### config.mk
export PLATFORM = sky130hd
export DESIGN_NAME = seq_mult_shift_add
export DESIGN_NICKNAME = d
export VERILOG_FILES = /design/src/rtl/seq_mult_shift_add.sv
export SDC_FILE = /design/constraint.sdc
export NUM_CORES = 1
export LEC_CHECK = 0
export ABC_CLOCK_PERIOD_IN_PS = 5000
export BUFFER_PORTS_ARGS = -buffer_cell sky130_fd_sc_hd__buf_2
export CAP_MARGIN = 20
export CORE_MARGIN = 5
export CORE_UTILIZATION = 50
export CTS_BUF_LIST = sky130_fd_sc_hd__clkbuf_8
export CTS_CLUSTER_SIZE = 28
export DETAILED_ROUTE_END_ITERATION = 16
export HOLD_SLACK_MARGIN = 0.12
export PLACE_DENSITY_LB_ADDON = 0.15
export SYNTH_ARGS = -nofsm -noshare
export SYNTH_HDL_FRONTEND = slang
export SYNTH_SLANG_ARGS = --single-unit
### constraint.sdc
create_clock -name clk -period 5 [get_ports clk]
set_clock_uncertainty 0.15 [all_clocks]
set_input_delay 1 -clock clk [delete_from_list [all_inputs] [get_ports clk]]
set_output_delay 1 -clock clk [all_outputs]
set_load 0.1 [all_outputs]
### src/rtl/seq_mult_shift_add.sv
// Sequential shift-add multiplier with valid/ready operand and result handshakes.
// Signed operands are multiplied as magnitudes; the sign is reapplied on the final iteration.
module seq_mult_shift_add #(
  parameter  int WIDTH     = 4,
  parameter  bit SIGNED_EN = 1'b1,
  localparam int CW        = $clog2(WIDTH + 1)
) (
  input  logic               clk,
  input  logic               rst_n,
  input  logic               in_valid,
  output logic               in_ready,
  input  logic [WIDTH-1:0]   a_in,
  input  logic [WIDTH-1:0]   b_in,
  input  logic               signed_mode,
  output logic               out_valid,
  input  logic               out_ready,
  output logic [2*WIDTH-1:0] product,
  output logic               busy
);

  typedef enum logic [1:0] {IDLE, RUN, DONE} state_t;

  state_t             state, state_nxt;
  logic [WIDTH-1:0]   acc, mr, mcand;
  logic [CW-1:0]      cnt;
  logic               neg;

  logic               sgn_cap;
  logic [WIDTH-1:0]   a_mag, b_mag;
  logic [WIDTH:0]     sum;
  logic [WIDTH-1:0]   nxt_acc, nxt_mr;
  logic [2*WIDTH-1:0] full, prod_nxt;
  logic               last;

  assign sgn_cap = signed_mode & SIGNED_EN;
  assign a_mag   = (sgn_cap && a_in[WIDTH-1]) ? -a_in : a_in;
  assign b_mag   = (sgn_cap && b_in[WIDTH-1]) ? -b_in : b_in;

  // The carry out of the add shifts into the accumulator MSB.
  assign sum      = {1'b0, acc} + (mr[0] ? {1'b0, mcand} : '0);
  assign nxt_acc  = sum[WIDTH:1];
  assign nxt_mr   = {sum[0], mr[WIDTH-1:1]};
  assign full     = {nxt_acc, nxt_mr};
  assign prod_nxt = neg ? -full : full;
  assign last     = (cnt == CW'(WIDTH - 1));

  always_ff @(posedge clk) begin
    if (!rst_n) state <= IDLE;
    else        state <= state_nxt;
  end

  always_comb begin
    state_nxt = state;
    case (state)
      IDLE:    if (in_valid)  state_nxt = RUN;
      RUN:     if (last)      state_nxt = DONE;
      DONE:    if (out_ready) state_nxt = IDLE;
      default:                state_nxt = IDLE;
    endcase
  end

  always_comb begin
    in_ready  = (state == IDLE);
    busy      = (state == RUN);
    out_valid = (state == DONE);
  end

  always_ff @(posedge clk) begin
    if (!rst_n) begin
      acc     <= '0;
      mr      <= '0;
      mcand   <= '0;
      cnt     <= '0;
      neg     <= 1'b0;
      product <= '0;
    end else begin
      case (state)
        IDLE: if (in_valid) begin
          mcand <= a_mag;
          mr    <= b_mag;
          neg   <= sgn_cap & (a_in[WIDTH-1] ^ b_in[WIDTH-1]);
          acc   <= '0;
          cnt   <= '0;
        end
        RUN: begin
          acc <= nxt_acc;
          mr  <= nxt_mr;
          cnt <= cnt + CW'(1);
          if (last) product <= prod_nxt;
        end
        default: ;
      endcase
    end
  end

endmodule

==> flow_summary.ini <==
[timing]
setup_viol = 0
slew_headroom = 0.491
grt_setup_unrepaired = false
tns_ps = 0
fin_crit_sh = 0.588
tightest_slew_ps = 762
hold_viol = 0
fmaxAchievable_mhz = 340
slew_viol_final = 0
min_period_ps = 2940

[setup_path]
endpoint_kind = primary output
crit_path_max_fanout = 13
path_cells = nand2b_1 -> inv_1 -> buf_2
reg2reg_depth = 8
rrSetupSlack_ps = 2460
crit_path_start = state[1]
cp-endpoint = busy
critical_path_required_ps = 3850
critPathMaxStageDelay_ps = 500
arrival_ps = 1790
r2r_start = mr[0]
startpoint_type = flip-flop
r2r-end = product[7]
slowest_stage = buf_2
worstSetupPathType = reg2out

[power]
netSwitchingFraction = 0.254
seqPwrFrac = 0.483
p_leak_uw = 0.000687
internal_power_uw = 341
power_density_nw_per_um2 = 291
switchingPower_uw = 116
clkPwrFrac = 0.379
power_frac_comb = 0.139
vdd_ir_drop_max_mv = 0.219

[route]
viasPerCell = 5.50
wirelength_um = 2880
dr.pass1.iters = 4
drc_errors = 0
drt_iter0_markers = 37
wl_per_cell_um = 13.0
vias = 1222
ant_nets = 0

[synth]
ys_warn_count = 0
synth_ff_type = dfxtp_1
ys_async_sr_fraction = 0
synth_edf_count = 0
ys_ff_latch = 26
seq_area_frac_synth = 0.375
synth_area_um2 = 1390
syn_nets = 196
synthCells = 173
synth_cell_types = 33
syn_avg_cell_area_um2 = 8.02

[cells_and_area]
post-route-util = 0.580
drive_gt1_frac = 0.152
fill_cells = 261
syn2layout_area_growth_pct = 13.3
final_nets = 215
fin_cells = 222
antenna_cells = 0

[cts]
cts-root-buf = clkbuf_8
ctsResizeCount = 0
clock_latency_ps = 270
cts_tree = yes
cts_sinks = 26
ctsHoldBuffers = 0
clkTransAtPathRegs_ps = 90
cts_setup_buffers = 0
cts_made_buffers = 3
htreeDepth = 1
cts_buffer_depth = 2

[die]
rows = 19
start_util = 0.512
io_pins = 24
die_x_um = 62.7
fp.coreArea_um2 = 2710
die_area_um2 = 3930
fp.dieH_um = 62.7

[global_route]
grt_util_all_layers = 0.160
grt_pass1_vias = 1213
grt_overflow = 0
grt_pass1_wl_um = 5290
antenna_found_initial = 0
grt_start_max_net_pins = 26

[flow_run]
max_cap_viol_count = 0

[place]
dp.cells = 218
routabilityCongestion = 0.857
port_buffers = 23
hpwl_um = 2190

[outcome]
status = finished, final reports clean

[hold_path]
hold_path_class = reg2reg
cell usage after synthesis (2+ instances only):
library cell	n	area share
xor2_1	5	0.032
and2_1	6	0.027
nor2b_1	2	0.0090
nand3_1	11	0.040
nand2b_1	3	0.014
ha_1	9	0.081
a211oi_1	4	0.022
nand2_1	23	0.062
xnor2_1	4	0.025
dfxtp_1	26	0.38
inv_1	9	0.024
a22oi_1	2	0.011
a21oi_1	18	0.065
a311oi_1	2	0.013
clkbuf_1	8	0.022
nor2_1	17	0.046
o21ai_0	3	0.011
o31ai_1	2	0.011
a21o_1	2	0.011
a31oi_1	4	0.018
through the flow:
stage / hold WS (ps) / instance area [um2] / worst slack, ps / total power, uW
after detailed placement: 294 / 1500 / 2390 / 289
final: 304 / 1570 / 2060 / 457
after CTS: 307 / 1570 / 2080 / 462
after floorplan: 282 / 1390 / 2150 / 273
after global routing: 348 / 1570 / 1920 / 484
after global placement: 290 / 1500 / 2410 / 287
worst max-delay path: cells and delay by family, from the launching register on:
kind / cells / cell delay (ps)
flip-flops: 1 / 330
AND/OR/NAND/NOR: 1 / 310
buffers and inverters: 2 / 880
power by group through the flow:
stage	Sequential [uW]	Combinational [uW]	Clock, uW
6_report	221	63.4	173
4_1_cts	220	63.9	178
2_1_floorplan	223	50.0	0
3_3_place_gp	225	62.4	0
5_1_grt	222	71.6	190
3_5_place_dp	225	63.8	0
cell type report:
type / instances / area (um2) / area share
Tap cell: 31 / 38.8 / 0.0247
Clock buffer: 3 / 41.3 / 0.0263
Inverter: 9 / 33.8 / 0.0215
Timing Repair Buffer: 23 / 115 / 0.0732
Multi-Input combinational cell: 129 / 792 / 0.504
Clock inverter: 1 / 30.0 / 0.0191
Sequential cell: 26 / 520 / 0.331
how the worst min path moves through the flow:
stage | slack [ps] | cells after the start | from | to
after floorplan | 280 | 2 | mcand[0] | mcand[0]
after global placement | 290 | 2 | product[5] | product[5]
after detailed placement | 290 | 2 | product[0] | product[0]
after CTS | 310 | 2 | product[0] | product[0]
after global routing | 350 | 2 | product[0] | product[0]
final | 300 | 2 | product[0] | product[0]
flip-flops by register name (all words and copies together) (netlist names):
register  flops
mr            4
product       8
acc           4
neg           1
mcand         4
state         2
cnt           3
placed cells by master (no fill, tap or decap), types with 5 or more instances in the layout:
cell type and n:
a21oi_1 18, and2_1 6, buf_2 23, dfxtp_1 26, ha_1 9, inv_1 9, nand2_1 23, nand3_1 11
nor2_1 17, xor2_1 5
routing by layer:
metal,share of wire,track usage,up-vias
li1,-,-,631
met1,0.47,0.198,561
met2,0.47,0.277,25
met3,0.039,0.0180,5
met4,0.020,0.0690,0
met5,0,0,-
cells by family after synthesis:
| logic type | share of synthesized area |
|---|---|
| and+or+nand+nor | 0.220 |
| AOI/OAI and AO/OA | 0.191 |
| DFF | 0.375 |
| buffers and inverters | 0.0541 |
| adders and majority gates | 0.0956 |
| xor gates and xnor gates | 0.0568 |
| muxes | 0.00721 |
(Power assumes the default switching activity.)
